<file path="src/rtl/updown_counter_mod_pkg.sv">
// counter_pkg: shared constants and elaboration-time parameter checks for
// the up/down counter family.
//   MODE_WRAP / MODE_SAT : boundary behaviour selectors
//   params_ok()          : 1 when WIDTH/MAX_VAL/PRESCALE form a legal set
package counter_pkg;

  localparam bit MODE_WRAP = 1'b0;
  localparam bit MODE_SAT  = 1'b1;

  // MAX_VAL must fit in WIDTH bits and be nonzero; prescaler needs >= 1.
  function automatic bit params_ok(int width, longint max_val, int prescale);
    longint lim;
    lim = (longint'(1) << width) - 1;
    return (width >= 1) && (max_val >= 1) && (max_val <= lim) && (prescale >= 1);
  endfunction

endpackage

</file>
<file path="src/rtl/updown_counter_mod_if.sv">
// updown_counter_mod_if: control/status bundle of the up/down counter.
//   master : drives enable, up_down, step, load, load_value, clear_flag
//   slave  : drives count_out, wrap_pulse, overflow, at_min, at_max
interface updown_counter_mod_if #(parameter int WIDTH = 8);
  logic             enable;
  logic             up_down;
  logic [WIDTH-1:0] step;
  logic             load;
  logic [WIDTH-1:0] load_value;
  logic             clear_flag;
  logic [WIDTH-1:0] count_out;
  logic             wrap_pulse;
  logic             overflow;
  logic             at_min;
  logic             at_max;

  modport master (
    output enable, up_down, step, load, load_value, clear_flag,
    input  count_out, wrap_pulse, overflow, at_min, at_max
  );

  modport slave (
    input  enable, up_down, step, load, load_value, clear_flag,
    output count_out, wrap_pulse, overflow, at_min, at_max
  );
endinterface

</file>
<file path="src/rtl/updown_counter_mod_prescaler.sv">
// tick_prescaler: counts enabled cycles 0..PRESCALE-1 and raises tick
// (combinational) on the enabled cycle that closes a period.
//   CLOCK, reset : clock, async active-high reset
//   enable       : advance the count; value holds while low
//   clear        : synchronous restart at 0 (wins over enable)
//   tick         : enable && count == PRESCALE-1
module tick_prescaler #(
  parameter int PRESCALE = 1
) (
  input  logic CLOCK,
  input  logic reset,
  input  logic enable,
  input  logic clear,
  output logic tick
);
  localparam int CW = (PRESCALE > 1) ? $clog2(PRESCALE) : 1;
  localparam logic [CW-1:0] LAST = CW'(PRESCALE - 1);

  logic [CW-1:0] cnt_q, cnt_d;

  assign tick = enable && (cnt_q == LAST);

  always_comb begin
    cnt_d = cnt_q;
    if (clear)       cnt_d = '0;
    else if (tick)   cnt_d = '0;
    else if (enable) cnt_d = cnt_q + 1'b1;
  end

  always_ff @(posedge CLOCK or posedge reset) begin
    if (reset) cnt_q <= '0;
    else       cnt_q <= cnt_d;
  end
endmodule

</file>
<file path="src/rtl/updown_counter_mod.sv">
// updown_counter_mod: up/down counter over 0..MAX_VAL with clamped step,
// wrap or saturate at the bounds, built-in prescaler and synchronous load.
//   CLOCK, reset : clock, async active-high reset
//   bus (slave)  : enable/up_down/step/load/load_value/clear_flag in,
//                  count_out/wrap_pulse/overflow registered out,
//                  at_min/at_max decoded from count_out
module updown_counter_mod
  import counter_pkg::*;
#(
  parameter int WIDTH    = 8,
  parameter int MAX_VAL  = 255,
  parameter int PRESCALE = 1,
  parameter int SATURATE = 0
) (
  input  logic                 CLOCK,
  input  logic                 reset,
  updown_counter_mod_if.slave  bus
);
  generate
    if (!params_ok(WIDTH, longint'(MAX_VAL), PRESCALE)) begin : g_bad_params
      $error("updown_counter_mod: illegal WIDTH/MAX_VAL/PRESCALE");
    end
  endgenerate

  localparam bit             SAT_MODE = (SATURATE != 0);
  localparam logic [WIDTH-1:0] MAX_W  = WIDTH'(MAX_VAL);
  localparam logic [WIDTH:0]   MOD_W  = (WIDTH+1)'(MAX_VAL + 1);

  logic [WIDTH-1:0] count_q, count_d;
  logic             wrap_pulse_q, wrap_pulse_d;
  logic             overflow_q, overflow_d;

  logic             tick;
  logic [WIDTH-1:0] step_eff;
  logic [WIDTH:0]   sum;
  logic [WIDTH-1:0] count_step;
  logic             bnd_event;
  logic             fire;

  // Load restarts the prescaler so the next step needs a full period.
  tick_prescaler #(.PRESCALE(PRESCALE)) u_presc (
    .CLOCK  (CLOCK),
    .reset  (reset),
    .enable (bus.enable),
    .clear  (bus.load),
    .tick   (tick)
  );

  // Next count for a tick; one extra bit keeps count+step from overflowing.
  always_comb begin
    step_eff   = (bus.step > MAX_W) ? MAX_W : bus.step;
    sum        = {1'b0, count_q} + {1'b0, step_eff};
    count_step = count_q;
    bnd_event  = 1'b0;
    if (step_eff != '0) begin
      if (bus.up_down) begin
        if (sum <= {1'b0, MAX_W}) begin
          count_step = sum[WIDTH-1:0];
        end else begin
          bnd_event  = 1'b1;
          count_step = (SAT_MODE == MODE_SAT) ? MAX_W : WIDTH'(sum - MOD_W);
        end
      end else begin
        if (step_eff <= count_q) begin
          count_step = count_q - step_eff;
        end else begin
          bnd_event  = 1'b1;
          count_step = (SAT_MODE == MODE_SAT) ? '0
                     : WIDTH'({1'b0, count_q} + MOD_W - {1'b0, step_eff});
        end
      end
    end
  end

  // Load beats a coincident tick; an event beats a coincident clear_flag.
  always_comb begin
    count_d = count_q;
    fire    = 1'b0;
    if (bus.load) begin
      count_d = (bus.load_value > MAX_W) ? MAX_W : bus.load_value;
    end else if (tick) begin
      count_d = count_step;
      fire    = bnd_event;
    end
    wrap_pulse_d = fire;
    overflow_d   = fire | (overflow_q & ~bus.clear_flag);
  end

  always_ff @(posedge CLOCK or posedge reset) begin
    if (reset) begin
      count_q      <= '0;
      wrap_pulse_q <= 1'b0;
      overflow_q   <= 1'b0;
    end else begin
      count_q      <= count_d;
      wrap_pulse_q <= wrap_pulse_d;
      overflow_q   <= overflow_d;
    end
  end

  assign bus.count_out  = count_q;
  assign bus.wrap_pulse = wrap_pulse_q;
  assign bus.overflow   = overflow_q;
  assign bus.at_min     = (count_q == '0);
  assign bus.at_max     = (count_q == MAX_W);
endmodule
</file>
<file path="src/flat_wrapper.sv">
// flat-port wrapper written by rule: the top's interface ports become plain ports
module updown_counter_mod_flat import counter_pkg::*;
#(
  parameter int WIDTH    = 8,
  parameter int MAX_VAL  = 255,
  parameter int PRESCALE = 1,
  parameter int SATURATE = 0
)
  (CLOCK, reset, bus_enable, bus_up_down, bus_step, bus_load, bus_load_value, bus_clear_flag, bus_count_out, bus_wrap_pulse, bus_overflow, bus_at_min, bus_at_max);
  updown_counter_mod_if #(.WIDTH(WIDTH)) bus_i ();
  input  logic CLOCK;
  input  logic reset;
  input wire logic [$bits(bus_i.enable)-1:0] bus_enable;
  input wire logic [$bits(bus_i.up_down)-1:0] bus_up_down;
  input wire logic [$bits(bus_i.step)-1:0] bus_step;
  input wire logic [$bits(bus_i.load)-1:0] bus_load;
  input wire logic [$bits(bus_i.load_value)-1:0] bus_load_value;
  input wire logic [$bits(bus_i.clear_flag)-1:0] bus_clear_flag;
  output wire logic [$bits(bus_i.count_out)-1:0] bus_count_out;
  output wire logic [$bits(bus_i.wrap_pulse)-1:0] bus_wrap_pulse;
  output wire logic [$bits(bus_i.overflow)-1:0] bus_overflow;
  output wire logic [$bits(bus_i.at_min)-1:0] bus_at_min;
  output wire logic [$bits(bus_i.at_max)-1:0] bus_at_max;
  assign bus_i.enable = bus_enable;
  assign bus_i.up_down = bus_up_down;
  assign bus_i.step = bus_step;
  assign bus_i.load = bus_load;
  assign bus_i.load_value = bus_load_value;
  assign bus_i.clear_flag = bus_clear_flag;
  assign bus_count_out = bus_i.count_out;
  assign bus_wrap_pulse = bus_i.wrap_pulse;
  assign bus_overflow = bus_i.overflow;
  assign bus_at_min = bus_i.at_min;
  assign bus_at_max = bus_i.at_max;
  updown_counter_mod #(.WIDTH(WIDTH), .MAX_VAL(MAX_VAL), .PRESCALE(PRESCALE), .SATURATE(SATURATE)) u_core (.CLOCK(CLOCK), .reset(reset), .bus(bus_i));
endmodule
</file>
<file path="config.mk">
export PLATFORM = sky130hd
export DESIGN_NAME = updown_counter_mod_flat
export DESIGN_NICKNAME = d
export VERILOG_FILES = /design/src/rtl/updown_counter_mod_pkg.sv /design/src/rtl/updown_counter_mod_if.sv /design/src/rtl/updown_counter_mod_prescaler.sv /design/src/rtl/updown_counter_mod.sv /design/src/flat_wrapper.sv
export SDC_FILE = /design/constraint.sdc
export NUM_CORES = 1
export LEC_CHECK = 0
export BUFFER_PORTS_ARGS = -buffer_cell sky130_fd_sc_hd__buf_2
export CAP_MARGIN = 20
export CELL_PAD_IN_SITES_DETAIL_PLACEMENT = 1
export CELL_PAD_IN_SITES_GLOBAL_PLACEMENT = 1
export CORE_AREA = 3 3 75 77
export CTS_CLUSTER_SIZE = 12
export DETAILED_ROUTE_END_ITERATION = 8
export DIE_AREA = 0 0 78 80
export GPL_TIMING_DRIVEN = 0
export HOLD_SLACK_MARGIN = 0.02
export PLACE_DENSITY = 0.57
export SLEW_MARGIN = 10
export SYNTH_ARGS = -nofsm -noshare
export SYNTH_HDL_FRONTEND = slang
export SYNTH_SLANG_ARGS = --single-unit
export TNS_END_PERCENT = 30
</file>
<file path="constraint.sdc">
create_clock -name CLOCK -period 5.1 [get_ports CLOCK]
set_clock_uncertainty 0.1 [all_clocks]
set_input_delay 0.255 -clock CLOCK [delete_from_list [all_inputs] [get_ports CLOCK]]
set_output_delay 0.255 -clock CLOCK [all_outputs]
set_load 0.01 [all_outputs]
</file>
* Yosys cells after proc, flatten, opt, wreduce, memory -nomap -nowiden *
Cells that the tools add are included.

storage, ports and cells
  register bits after elaboration = 11
  input bits = 22
  output and inout bits = 12

operators by class
  add/sub/neg operators = 6
  order comparisons = 4
  equal/unequal tests = 1
  muxes and demuxes = 17
  bitwise gates (word level) = 4
  reduce and logical (&&, ||, !) cells = 7

operator list
  kind                 number
  $mux 8               8
  $gt 8x8->1 const B   2
  $sub 8x8->8          2
  $add 8x8->9          1
  $le 9x8->1 const B   1
  $mux 1               9
  $add 8x1->8 const B  1
  $eq 8x8->1 const B   1
  $le 8x8->1           1
  $logic_not 8->1      1
  $reduce_bool 8->1    1
  $sub 8x1->8 const B  1
  $reduce_bool 2->1    2
  $reduce_bool 3->1    1
  $not 1->1            2
  $reduce_and 2->1     1
  $add 1x1->1 const B  1
  $and 1x1->1          1
  $logic_and 1x1->1    1
  $or 1x1->1           1

* Depth between registers and ports, before layout *
  depth in word-level cells = 10
  gate-level depth with buffers = 9
  depth with buffers taken out = 9

* Modules after synthesis *
From an unflattened synthesis, not the netlist that was laid out.

unflattened totals
  cells, all modules = 156
  area total of the unflattened synthesis = 1,300.0 µm²

modules (own cells, without submodules)
  module              instances  cells an instance  area each (µm²)
  updown_counter_mod  1          152                1,249.9
  tick_prescaler      1          4                  50.0

* Worst setup path after synthesis *
No wires, ideal clock.

  kind = register to register
  start point = reg u_core.count_q[0] (netlist: u_core.bus.count_out[0])
  end point = reg u_core.count_q[6] (netlist: u_core.bus.count_out[6])
  setup time = 0.141 ns
  arrival time = 1.943 ns
  data required time = 4.859 ns
  setup slack = 2.916 ns
  stages on the path, launching flop included = 9
  buffers on the path = 0
  period minus slack after synthesis = 2.184 ns
  cell sequence = dfrtp_1 > ha_1 > fa_1 > nor2b_1 > o211ai_1 > a21oi_1 > o31ai_1 > xnor2_1 > o221ai_1

on the way
  longest elaborated chain between the ends = 7
  elaborated cells on any way between the ends = 13
  classes of those cells = 5 x add/sub; 2 x order compare; 6 x mux

ends and longest elaborated chain
  what                                        line                                                text
  from (decl)                                 updown_counter_mod.sv:29                            logic [WIDTH-1:0] count_q, count_d;
  from (signal assigned)                      updown_counter_mod.sv:95                            count_q <= count_d;
  $add 8x1->8 or $add 8x8->9 (tied branches)  updown_counter_mod.sv:69, updown_counter_mod.sv:52
  $sub 8x8->8 (tied with other cells)         updown_counter_mod.sv:69                            : WIDTH'({1'b0, count_q} + MOD_W - {1'b0, step_eff});
  $mux 8, on equally long branches            updown_counter_mod.sv:64, updown_counter_mod.sv:57
  $mux 8 *                                    updown_counter_mod.sv:56                            if (bus.up_down) begin
  $mux 8 *                                    updown_counter_mod.sv:55                            if (step_eff != '0) begin
  $mux 8 *                                    updown_counter_mod.sv:81                            end else if (tick) begin
  $mux 8 *                                    updown_counter_mod.sv:79                            if (bus.load) begin

Every way passes the cells marked *; elsewhere a longest branch is shown, timed or not. The select of a mux whose other input is x is not followed.
A chain may end at the register's enable or synchronous reset.

* Worst setup path in the final report *
Ends and elaborated chain as after synthesis.

==> results.yml <==
sta:
  fin_crit_ns: 2.40
  fin_hold_ws_ns: 0.0826
  setup_viol: 0
  fin_setup_tns_ns: 0
  slew_headroom_pct: 68.9
  hold_violations: 0
  max_freq_mhz: 417
  tightest_slew_ns: 0.466
  timing.final.crit_share_pct: 47.0
  slew_viol_final: 0
  rsz0062_at_grt: "false"
synth:
  synth_area_leader_cell: "dfrtp_1"
  netlist_instances: 153
  ys_ff_latch: 11
  ys_warn_count: 0
  synth_top_area_share_pct: 21.9
  synth.top_cells.by_area: "dfrtp_1 22%, ha_1 16%, inv_1 4.8%"
  syn_nets: 193
  syn_area_per_cell_um2: 8.21
  synth_cell_types: 43
  ys_seq_area_share_pct: 21.9
  netlist_area_um2: 1260
pwr:
  comb_power_share_pct: 49.8
  pwr-share-clk_pct: 21.4
  seqPwrFrac_pct: 28.8
  ir_drop_mv: 0.119
  intPower_w: 0.000246
  switching_share_pct: 41.2
  powerDensity_nw_per_um2: 267
  leakage_nw: 0.767
  p_total_w: 0.000418
  p_switching_w: 0.000172
route:
  wl_um: 3900
  drt_pre_antenna_iters: 3
  remaining_drc_errors: 0
  post_drt_via_cell_ratio: 4.63
  drt-initial-drc-count: 52
  num_vias: 1209
  ant_nets: 0
  routedWlPerCell_um: 15.0
grt:
  antenna_found_initial: 0
  grt_max_degree: 12
  grt_overflow: 0
  grt_pass1_wl_um: 6460
  track_usage_pct: 13.1
  first_global_vias: 1328
critical_path:
  end_kind: "flop"
  cp_data_arrival_time_ns: 2.40
  cp_max_fo: 6
  worstReg2RegStart: "u_core.bus.count_out[0]"
  rrSetupSlack_ns: 2.70
  slowest_delay_ns: 0.45
  reg2reg_depth: 8
  cp_slowest_cell: "dfrtp_1"
  reg2reg_to: "u_core.bus.count_out[6]"
  cp-endpoint: "u_core.bus.count_out[6]"
  startpoint_type: "flop"
  crit_start: "u_core.bus.count_out[0]"
  critPathKind: "reg2reg"
  cp_data_required_time_ns: 5.10
  crit_chain: "ha_1 -> fa_1 -> nor2b_1 -> o211ai_1 -> a21oi_1 -> o31ai_1 -> xnor2_1 -> o221ai_1"
hold_path:
  min_path_type: "in2reg"
clock_tree:
  clock_sinks: 11
  clk_latency_ns: 0.24
  cts_tree: "done"
  clk_path_buf_depth: 2
  postCtsSetupBuffers: 0
  numCtsBuffers: 3
  post_cts_resized: 0
  cts_hold_buf: 1
  cts-root-buf: "clkbuf_8"
  clk_pin_slew_ns: 0.05
  htreeDepth: 1
die:
  fp.dieArea_um2: 6240
  die_w_um: 78
  rows: 26
  coreArea_um2: 5070
  die_h_um: 80
  pin_count: 34
  start_util_pct: 24.8
placement:
  port-buffer-count: 33
  gp_routability_congestion: 0.755
  hpwl_um: 3270
  placed_area_um2: 1510
outcome:
  status: "finished clean"
cells_and_area:
  stdcell_area_um2: 1560
  mostFrequentLayoutCell: "buf_2"
  syn_to_final_growth_pct: 24.5
  num-nets-final: 232
  post-route-util_pct: 30.8
  diodes: 0
  layout_common_cells: "35 x buf_2, 16 x inv_1, 16 x ha_1"
  drive_above_1_share_pct: 25.1
run:
  drv_cap: 0
-- synthesized netlist by cell type (all sizes together) --
cell,number
a2111oi,2
a211oi,4
a21o,3
a21oi,12
a22o,1
a22oi,1
a311o,1
a31oi,2
and2b,1
and3,3
buf,2
clkbuf,2
dfrtp,11
fa,2
ha,16
inv,17
mux2i,2
nand2,15
nand2b,3
nand3,4
nand3b,3
nand4,2
nor2,11
nor2b,2
nor3,3
nor3b,2
nor4,2
o211ai,2
o21ai,7
o21bai,1
o221ai,3
o31ai,3
or2,1
or4,2
xnor2,3
xor2,2
-- registers in the layout (all words and copies together) (netlist names) --
name / cells
u_core.bus.count_out: 8
u_core.bus.overflow: 1
u_core.bus.wrap_pulse: 1
u_core.u_presc.cnt_q: 1
-- power by group through the flow --
stage / Combinational, W / Clock, W / Sequential, W
after detailed placement: 0.000210 / 0 / 0.000122
after floorplan: 0.000141 / 0 / 0.000121
after global placement: 0.000208 / 0 / 0.000121
final: 0.000208 / 0.0000893 / 0.000120
after global routing: 0.000236 / 0.000100 / 0.000123
after CTS: 0.000212 / 0.0000927 / 0.000121
-- critical path, delay by kind of cell, from the launching register on --
kind | cells | cell delay [ns]
compound gates | 4 | 0.75
fa+ha+maj | 2 | 0.63
flops | 1 | 0.45
xor+xnor | 1 | 0.17
simple gates | 1 | 0.15
-- cell families (layout without fill, tap and decap cells) --
kind of cell,after synthesis,after routing,synth area share [%]
simple gates,54,54,22.8
compound gates,42,42,24.6
flops,11,11,21.9
mux,2,2,1.59
fa+ha+maj,18,18,19.1
xor+xnor,5,5,3.49
buf+inv,21,59,6.47
-- through the flow --
stage,setup WS (ns),instances
finish,2.70,261
floorplan,2.92,153
global placement,2.62,256
CTS,2.66,261
detailed placement,2.65,256
global route,2.55,261
-- metal layers --
metal  routed length (um)  vias up  GRT usage (%)
li1                     -      623              -
met1                 1870      558           16.8
met2                 1870       25           22.9
met3                  135        3           2.03
met4                   28        0           3.15
met5                    0        -              0
-- final cells by class --
class                   count  area (um^2)
multi-input cells         121          900
inverters                  17         63.8
fillers                   642         3510
repair buffers             34          175
clock buffers               4         45.0
flip-flops and latches     11          275
plain buffers               4         17.5
well taps                  70         87.6
-- worst min path at each step --
stage / from / to / slack (ns) / cells past startpoint
global placement: reset / u_core.bus.count_out[2] / 0.19 / 2
detailed placement: reset / u_core.u_presc.cnt_q / 0.20 / 2
CTS: bus_enable / u_core.u_presc.cnt_q / 0.08 / 2
finish: bus_enable / u_core.u_presc.cnt_q / 0.08 / 2
global route: bus_enable / u_core.u_presc.cnt_q / 0.08 / 2
floorplan: reset / u_core.bus.count_out[0] / 0.007 / 1
No activity file was read; power rests on OpenSTA's default activity.
